===== src/rtl/debounce_filter.sv =====
// -----------------------------------------------------------------------------
// debounce_filter
//
// Input conditioning stage for a bouncing switch/button. A new level is only
// accepted after the sampled input has held that level for STABLE_CYCLES
// consecutive clock edges following entry to a candidate (WAIT) state. Any
// opposite sample during a WAIT state aborts the candidate. The next attempt
// then starts a full count from zero.
//
// Optional feature (macro DEBOUNCE_SYNC_EN):
//   defined   : sw_in passes through a 2-flop synchroniser before the FSM.
//               This adds 2 cycles of latency.
//   undefined : sw_in feeds the FSM directly and must already be synchronous
//               to clk.
//
// Parameters:
//   CNT_W          width of the stability counter
//   STABLE_CYCLES  cycles a new level must hold (1 .. 2^CNT_W-1)
//
// Ports:
//   clk        in   rising-edge clock
//   reset      in   asynchronous, active-high reset
//   sw_in      in   raw switch level
//   db_level   out  debounced level (registered)
//   db_tick    out  one-cycle pulse on each accepted 0->1 transition (registered)
//   state_dbg  out  current FSM state encoding
// -----------------------------------------------------------------------------
module debounce_filter #(
  parameter int CNT_W         = 20,
  parameter int STABLE_CYCLES = 500000
) (
  input  logic       clk,
  input  logic       reset,
  input  logic       sw_in,
  output logic       db_level,
  output logic       db_tick,
  output logic [1:0] state_dbg
);

  typedef enum logic [1:0] {
    ZERO  = 2'b00,
    WAIT1 = 2'b01,
    ONE   = 2'b10,
    WAIT0 = 2'b11
  } state_t;

  // The count reached on the edge that accepts the candidate level.
  localparam logic [CNT_W-1:0] LAST_CNT = CNT_W'(STABLE_CYCLES - 1);

  logic s;

`ifdef DEBOUNCE_SYNC_EN
  logic [1:0] sync_reg;

  always_ff @(posedge clk or posedge reset) begin
    if (reset) begin
      sync_reg <= 2'b00;
    end else begin
      sync_reg <= {sync_reg[0], sw_in};
    end
  end

  assign s = sync_reg[1];
`else
  assign s = sw_in;
`endif

  state_t           state_reg, state_next;
  logic [CNT_W-1:0] cnt_reg, cnt_next;
  logic             level_reg, level_next;
  logic             tick_reg, tick_next;

  always_ff @(posedge clk or posedge reset) begin
    if (reset) begin
      state_reg <= ZERO;
      cnt_reg   <= '0;
      level_reg <= 1'b0;
      tick_reg  <= 1'b0;
    end else begin
      state_reg <= state_next;
      cnt_reg   <= cnt_next;
      level_reg <= level_next;
      tick_reg  <= tick_next;
    end
  end

  always_comb begin
    state_next = state_reg;
    cnt_next   = cnt_reg;
    level_next = level_reg;
    tick_next  = 1'b0;

    case (state_reg)
      ZERO: begin
        if (s) begin
          state_next = WAIT1;
          cnt_next   = '0;
        end
      end
      WAIT1: begin
        if (!s) begin
          // Bounce: drop the candidate and any partial count.
          state_next = ZERO;
          cnt_next   = '0;
        end else if (cnt_reg == LAST_CNT) begin
          state_next = ONE;
          cnt_next   = '0;
          level_next = 1'b1;
          tick_next  = 1'b1;
        end else begin
          cnt_next = cnt_reg + CNT_W'(1);
        end
      end
      ONE: begin
        if (!s) begin
          state_next = WAIT0;
          cnt_next   = '0;
        end
      end
      WAIT0: begin
        if (s) begin
          state_next = ONE;
          cnt_next   = '0;
        end else if (cnt_reg == LAST_CNT) begin
          // Falling acceptance never produces a tick.
          state_next = ZERO;
          cnt_next   = '0;
          level_next = 1'b0;
        end else begin
          cnt_next = cnt_reg + CNT_W'(1);
        end
      end
      default: begin
        state_next = ZERO;
        cnt_next   = '0;
        level_next = 1'b0;
      end
    endcase
  end

  assign db_level  = level_reg;
  assign db_tick   = tick_reg;
  assign state_dbg = state_reg;

endmodule

===== config.mk =====
export PLATFORM = sky130hd
export DESIGN_NAME = debounce_filter
export DESIGN_NICKNAME = d
export VERILOG_FILES = /design/src/rtl/debounce_filter.sv
export SDC_FILE = /design/constraint.sdc
export NUM_CORES = 1
export LEC_CHECK = 0
export ABC_AREA = 1
export BUFFER_PORTS_ARGS = -buffer_cell sky130_fd_sc_hd__buf_4
export CORE_ASPECT_RATIO = 1.1
export CORE_UTILIZATION = 45
export CTS_BUF_LIST = sky130_fd_sc_hd__clkbuf_16
export CTS_CLUSTER_DIAMETER = 50
export DETAILED_ROUTE_END_ITERATION = 6
export GPL_TIMING_DRIVEN = 0
export PLACE_DENSITY = 0.72
export SLEW_MARGIN = 25
export SYNTH_ARGS = -nofsm -noshare
export SYNTH_HDL_FRONTEND = slang
export SYNTH_SLANG_ARGS = --single-unit

===== constraint.sdc =====
create_clock -name clk -period 3.8 [get_ports clk]
set_input_delay 0.38 -clock clk [delete_from_list [all_inputs] [get_ports clk]]
set_output_delay 0.38 -clock clk [all_outputs]
set_load 0.1 [all_outputs]

## Yosys cells after proc, flatten, opt, wreduce, memory -nomap -nowiden

Cells that the tools add are included.

- Add/subtract/negate cells: 1
- Eq/ne operators: 12
- Muxes and demuxes: 21
- Reduce and logical (&&, ||, !) cells: 5

Operator list:

| cell | number |
|---|---|
| $mux 20 | 5 |
| $pmux 20 s4 | 1 |
| $add 20x1->20 const B | 1 |
| $eq 20x19->1 const B | 1 |
| $mux 2 | 6 |
| $ne 2x2->1 const B | 6 |
| $pmux 2 s4 | 1 |
| $mux 1 | 7 |
| $ne 3x3->1 const B | 2 |
| $reduce_and 5->1 | 1 |
| $eq 2x2->1 const B | 2 |
| $reduce_and 4->1 | 1 |
| $eq 2x1->1 const B | 1 |
| $logic_not 2->1 | 1 |
| $pmux 1 s2 | 1 |
| $reduce_and 2->1 | 1 |
| $reduce_bool 2->1 | 1 |

- Register bits after elaboration: 24
- Input bits: 3
- Output and inout bits: 4
- Logic and storage cells: 43

## Depth between registers and ports, before layout

Gate-level depths: netlist of the first run.

- Depth after elaboration: 4
- Gate-level depth with buffers: 9
- Depth with buffers taken out: 9

## Worst setup path after synthesis of the first run

Ideal clock, no wire load.

- Path type: register to register
- Start: register with a tool-made name
- End: register cnt_reg[15]
- Library setup time: 0.065 ns
- Arrival: 1.887 ns
- Path slack: 1.848 ns
- Cell stages (with the launch flop): 8
- Buffers on the path: 0
- Cell sequence: dfrtp_1 > inv_1 > or2_1 > nand2_2 > nand2_2 > nor2_4 > nand3_1 > nand2_1

RTL lines:

| what | RTL line | RTL |
|---|---|---|
| end signal, assigned | 81 | `cnt_reg <= cnt_next;` |
| end, declared | 69 | `logic [CNT_W-1:0] cnt_reg, cnt_next;` |

## Final worst setup path of the first run

- Start: register cnt_reg[0]
- End: register cnt_reg[16]

- Longest elaborated chain between the ends: 4
- Elaborated cells between the ends (all ways): 6

Ends and longest elaborated chain:

| what | RTL line | RTL |
|---|---|---|
| $add 20x1->20 / $eq 20x19->1 (equally long branches) | -- |  |
| $mux 20 * | 105, 124 |  |
| $mux 20, on equally long branches | 121, 101 |  |
| $pmux 20 s4 * | 93 | `case (state_reg)` |

Every way passes the cells marked *; elsewhere a longest branch is shown, timed or not.
A chain may end at the register's enable or synchronous reset.

==> results of run 1 <==
[where the power goes]
group	internal, mW	leakage, nW	switching (mW)
sequential	0.258	0.326	0.00317
combinational	0.00735	0.374	0.0222
clock	0.141	0.0385	0.0925
total	0.406	0.739	0.118
[metal layers]
layer  wire length [um]  vias to the layer above  GRT usage, %
met5                  0                        -             0
met4                 45                        0          8.04
met3                 98                        5          3.49
met2               1610                       22          36.9
met1               1560                      631          27.9
li1                   -                      711             -
[per-stage QoR]
step,instances,hold WS (ps),worst slack (ps)
2_1_floorplan,218,395,1850
3_3_place_gp,258,446,2190
3_5_place_dp,258,449,2170
4_1_cts,262,376,2130
5_1_grt,262,265,2000
6_report,262,193,2110
[area by class of cell]
cell class | instances | area [um2] | share of cell area (%)
Multi-Input combinational cell | 167 | 825 | 48.3
Sequential cell | 24 | 601 | 35.2
Inverter | 23 | 86.3 | 5.06
Clock buffer | 3 | 75.1 | 4.40
Timing Repair Buffer | 6 | 45.0 | 2.64
Tap cell | 34 | 42.5 | 2.49
Buffer | 4 | 27.5 | 1.61
Clock inverter | 1 | 3.75 | 0.220
[cell usage in the layout (no fill, tap or decap), types with 5 or more instances in the layout]
| master | synthesis | final |
|---|---|---|
| nand4_1 | 6 | 6 |
| o21ai_1 | 9 | 9 |
| nor2_1 | 24 | 24 |
| nand2_1 | 69 | 69 |
| nand3_1 | 17 | 17 |
| nor2_2 | 9 | 9 |
| buf_4 | 3 | 9 |
| dfrtp_1 | 24 | 24 |
| xor2_1 | 6 | 6 |
| nand2_2 | 6 | 6 |
| inv_1 | 21 | 20 |
| o21ai_0 | 5 | 5 |
[worst paths after layout]
check                           start          end
max in group asynchronous       reset  cnt_reg[12]
min reg2reg                  register      db_tick
min                             reset  cnt_reg[15]
max reg2reg                cnt_reg[0]  cnt_reg[16]
max                        cnt_reg[0]  cnt_reg[16]
min in group clk                sw_in     register
[cells by family after synthesis]
logic type               after synthesis
AND/OR/NAND/NOR                      139
buffers and inverters                 27
flip-flops                            24
AO/OA/AOI/OAI                         20
XOR/XNOR                               7
adder cells (fa/ha/maj)                1
==> metrics.yaml, run 1 <==
status:
  status: "complete, no violations"
floorplanning:
  die_h_um: 63.3
  dieArea_mm2: 0.00366
  initial_core_util_pct: 48.8
  ioPinCount: 7
  die_w_um: 57.8
  core_area_mm2: 0.00315
  rows: 21
finish:
  diodes: 0
  largest_register_ffs: 20
  nFillCells: 317
  design_area_mm2: 0.00171
  drive_gt1_share_pct: 15.8
  area_growth_pct: 10.8
  final_core_util_pct: 54.1
  nets: 233
clock_network:
  h-tree-depth: 1
  clk_path_buf_depth: 2
  clkLatencyLatePin_ps: 260
  hold_buffers: 0
  cts_tree: "yes"
  cts_resized: 0
  cts_buffers: 3
  cts.sinks: 24
  cts-root-buf: "clkbuf_16"
  postCtsSetupBuffers: 0
  path_clk_slew_ps: 60
critical_path:
  slowest_delay_ps: 450
  critPathBufInv: 0
  worstRegToRegCells: 8
  critical_path.top_delay_family: "simple AND/OR/NAND/NOR gates"
  path_cells: "ha_1 > nand3_1 > nor2_2 > nand3_2 > nor2_1 > nand2_1 > nand3_1 > nand2_1"
  worst_ep_required_time_ps: 3950
  cp.arrival_ps: 1840
  reg2reg_setup_slack_ps: 2110
  path_class: "register to register"
  crit_slowest_cell: "dfrtp_1"
  cp_max_fo: 6
  path_depth: 8
  worst_setup_path_end_kind: "register"
  cp-start-kind: "register"
yosys:
  synth_edf_count: 0
  ys_ff_latch: 24
  synth_fp_nets: 222
  synth-compound-area-share_pct: 7.07
  ys_seq_area_share_pct: 39.0
  synth.distinct_cells: 24
  synth_fa_ha_area_share_pct: 0.813
  netlist_area_mm2: 0.00154
  synth-xor-area-share_pct: 3.98
  syn_inst: 218
  ys_top_cells_by_area: "dfrtp_1 (39%), nand2_1 (17%), nor2_1 (5.9%)"
  synth_common_cells: "nand2_1 (69), dfrtp_1 (24), nor2_1 (24), inv_1 (21), nand3_1 (17)"
  avgSynthCellArea_um2: 7.06
  synthArstFlopShare_pct: 100
  ys_warn_count: 0
  synth_top_area_share_pct: 39.0
  synthSimpleGateAreaFrac_pct: 41.7
  synth_flop_cell: "dfrtp_1"
  yosysMostFrequentCell: "nand2_1"
  synth_top_area_cell: "dfrtp_1"
  synth_top_family_by_area: "simple AND/OR/NAND/NOR gates"
  synthMuxAreaShare_pct: 0
sta:
  fin_crit_sh_pct: 44.5
  period_minus_slack_ps: 1690
  maxSlewViolCount: 0
  tns_ps: 0
  fmax_mhz: 591
  clock_skew_ps: 1.92
  finalSetupViolations: 0
  finalHoldViolations: 0
  tightestPinTransition_ps: 854
  rsz0062_at_grt: "false"
  relSlewSlack_pct: 42.7
placed_design:
  gp_congestion: 0.897
  dp_hpwl_um: 2370
  portBuffers: 6
  place_area_mm2: 0.00163
global_route:
  grt_max_degree: 25
  grt_pass1_wl_um: 6130
  antenna_found_initial: 0
  grt.overflow.total: 0
  grt_pass1_vias: 1411
  track_usage_pct: 21.9
detailed_routing:
  drt-initial-drc-count: 62
  vias: 1369
  vias_per_cell: 5.23
  drt_pass1_iterations: 4
  drt-wirelength-per-cell_um: 12.6
  ant_nets: 0
  drcViolationCount: 0
  drt_wl_total_um: 3310
pwr:
  total_power_mw: 0.524
  power.density_cell_area_mw_per_mm2: 307
  vdd_ir_drop_max_v: 0.000174
  power.leakage_nw: 0.739
run:
  maxCapViolations: 0
min_path:
  hold_path.class: "input pin to asynchronous set/reset pin"
No activity file was read; power rests on OpenSTA's default activity.
==> run 2, diff against run 1 <==
PLACE_DENSITY = 0.75   (was 0.72)
clock period = 1.55 ns   (was 3.8 ns; I/O delays follow)
==> run 2 against run 1 <==
Effect of this change:
- the flow now finishes with violations (negative hold slack)
- critical path depth is 1 lower
- worst hold slack worse by 230 ps
- via count is 1.8% higher
- total power is 150% higher
- count of clock-buffer cells in the layout stayed put
- design area is 4.3% higher
- largest power group unchanged
==> metrics.yaml, run 2 (same netlist as run 1, synthesis figures left out) <==
sta:
  fin_crit_sh_pct: 93.2  # was 44.5%
  finalSetupViolations: 0  # unchanged
  finalHoldViolations: 24  # was 0
  relSlewSlack_pct: 42.3  # was 42.7%
  period_minus_slack_ps: 1450  # was 1690 ps
  rsz0062_at_grt: "true"  # was false
  tns_ps: 0  # unchanged
  maxSlewViolCount: 0  # unchanged
  worst_slack_ps: 105  # was 2110 ps
  clock_skew_ps: 2.62  # was 1.92 ps
  timing.hold.ws_ps: -32.8  # was 193 ps
  fmax_mhz: 692  # was 591 MHz
  tightestPinTransition_ps: 861  # was 854 ps
detailed_routing:
  ant_nets: 0  # unchanged
  dr.max_layer_used: "met4"  # unchanged
  drt_wl_total_um: 3350  # was 3310 um
  drt-wirelength-per-cell_um: 12.5  # was 12.6 um
  drt-initial-drc-count: 44  # was 62
  route.layer.met1.wl_um: 1580  # was 1560 um
  vias: 1393  # was 1369
  vias_per_cell: 5.22  # was 5.23
  drt_pass1_iterations: 4  # unchanged
  wl_met3_um: 113  # was 98 um
  drcViolationCount: 0  # unchanged
  wl_met2_um: 1590  # was 1610 um
pwr:
  power_frac_comb_pct: 6.6  # was 5.6%
  total_power_mw: 1.30  # was 0.524 mW
  power_switching_mw: 0.294  # was 0.118 mW
  p_seq_share_pct: 49.3  # was 49.8%
  power.leakage_nw: 0.768  # was 0.739 nW
  power_frac_clock_pct: 44.1  # was 44.5%
  p_int_mw: 1.00  # was 0.406 mW
  power.density_cell_area_mw_per_mm2: 730  # was 307 mW/mm2
  switching_share_pct: 22.6  # was 22.5%
  vdd_ir_drop_max_v: 0.000452  # was 0.000174 V
finish:
  largest_register_ffs: 20  # unchanged
  diodes: 0  # unchanged
  area_growth_pct: 15.5  # was 10.8%
  fin_cells: 267  # was 262
  final_core_util_pct: 56.4  # was 54.1%
  design_area_mm2: 0.00178  # was 0.00171 mm2
  drive_gt1_share_pct: 19.7  # was 15.8%
  layout_commonest_cell: "nand2_1"  # unchanged
  ff_latch_area_um2: 606  # was 601 um2
  nFillCells: 301  # was 317
  multiInputGateArea_um2: 855  # was 825 um2
  nets: 238  # was 233
  most-common-layout-cells: "nand2_1 (69), nor2_1 (23), dfrtp_1 (22)"  # was nand2_1 (69), nor2_1 (24), dfrtp_1 (24)
clock_network:
  h-tree-depth: 1  # unchanged
  cts-root-buf: "clkbuf_16"  # unchanged
  hold_buffers: 0  # unchanged
  path_clk_slew_ps: 60  # about the same
  cts_tree: "yes"  # unchanged
  cts.sinks: 24  # unchanged
  cts_buffers: 3  # unchanged
  clk_path_buf_depth: 2  # unchanged
  clkLatencyLatePin_ps: 260  # about the same
floorplanning:
  ioPinCount: 7  # unchanged
  dieArea_mm2: 0.00366  # unchanged
  die_w_um: 57.8  # unchanged
  core_area_mm2: 0.00315  # unchanged
  die_h_um: 63.3  # unchanged
  initial_core_util_pct: 48.8  # unchanged
  rows: 21  # unchanged
critical_path:
  critical_path.top_delay_family: "simple AND/OR/NAND/NOR gates"  # unchanged
  critPathMostFrequentCell: "nand2_2"
  worst_ep_required_time_ps: 1750  # was 3950 ps
  critPathBufInv: 1  # was 0
  cp_max_fo: 10  # was 6
  worstRegToRegCells: 7  # was 8
  worst_setup_path_end_kind: "register"  # unchanged
  cp.arrival_ps: 1650  # was 1840 ps
  crit_slowest_cell: "dfrtp_4"  # was dfrtp_1
  path_depth: 7  # was 8
  path_class: "register to register"  # unchanged
  cp-start-kind: "register"  # unchanged
  reg2reg_setup_slack_ps: 100  # was 2110 ps
  slowest_delay_ps: 410  # was 450 ps
  path_cells: "inv_1 > or2_1 > nand2_2 > nand2_2 > nor2_4 > nand3_1 > nand2_1"  # was ha_1 > nand3_1 > nor2_2 > nand3_2 > nor2_1 > nand2_1 > nand3_1 > nand2_1
placed_design:
  dp.cells: 258  # unchanged
  gp_congestion: 0.919  # was 0.897
  dpl_worst_slack_ps: -77.6  # was 2170 ps
  dp_hpwl_um: 2350  # was 2370 um
  portBuffers: 6  # unchanged
  place_area_mm2: 0.00163  # about the same
min_path:
  hold_path.class: "input pin to asynchronous set/reset pin"  # unchanged
status:
  violations: "negative hold slack"
  status: "complete, but fails checks"  # was complete, no violations
global_route:
  grt_max_degree: 25  # unchanged
  grt_pass1_wl_um: 5980  # was 6130 um
  track_usage_pct: 21.4  # was 21.9%
  grt.overflow.total: 0  # unchanged
  grt_pass1_vias: 1340  # was 1411
  antenna_found_initial: 0  # unchanged
run:
  maxCapViolations: 0  # unchanged
run 2: worst paths after layout:
path / to
worst max register to register: cnt_reg[15]
worst min register to register: db_tick
worst min-delay path: cnt_reg[16]
min in group clk: db_level
max in group asynchronous: asynchronous set/reset pin
worst max-delay path: cnt_reg[15]
run 2: repair_timing:
action | 4_1_cts | 5_1_grt
setup endpoints to repair | 10 | 20
setup buffers | 1 | 4
resized for setup | 3 | 3
pin swaps | 1 | 2
run 2: cell type report:
cell class,count,area share [%]
Clock inverter,1,0.211
Inverter,23,4.86
Timing Repair Buffer,11,4.64
Clock buffer,3,4.22
Tap cell,34,2.39
Multi-Input combinational cell,167,48.1
Buffer,4,1.55
Sequential cell,24,34.1
run 2: worst register-to-register path: stages, from the launching register on:
cell and delay (ps):
dfrtp_4 410, inv_1 70, or2_1 230, nand2_2 100, nand2_2 110, nor2_4 260
nand3_1 120, nand2_1 70
run 2: metal layers:
layer  vias to the layer above  GRT usage (%)
li1                        717              -
met1                       641           27.7
met2                        28           34.3
met3                         7           3.90
met4                         0           10.1
met5                         -              0
run 2: power by group through the flow:
stage / Combinational [mW] / Sequential [mW] / Clock, mW
3_5_place_dp: 0.0731 / 0.651 / 0
5_1_grt: 0.0949 / 0.640 / 0.612
3_3_place_gp: 0.0726 / 0.651 / 0
4_1_cts: 0.0798 / 0.638 / 0.580
6_report: 0.0860 / 0.640 / 0.572
2_1_floorplan: 0.0426 / 0.660 / 0
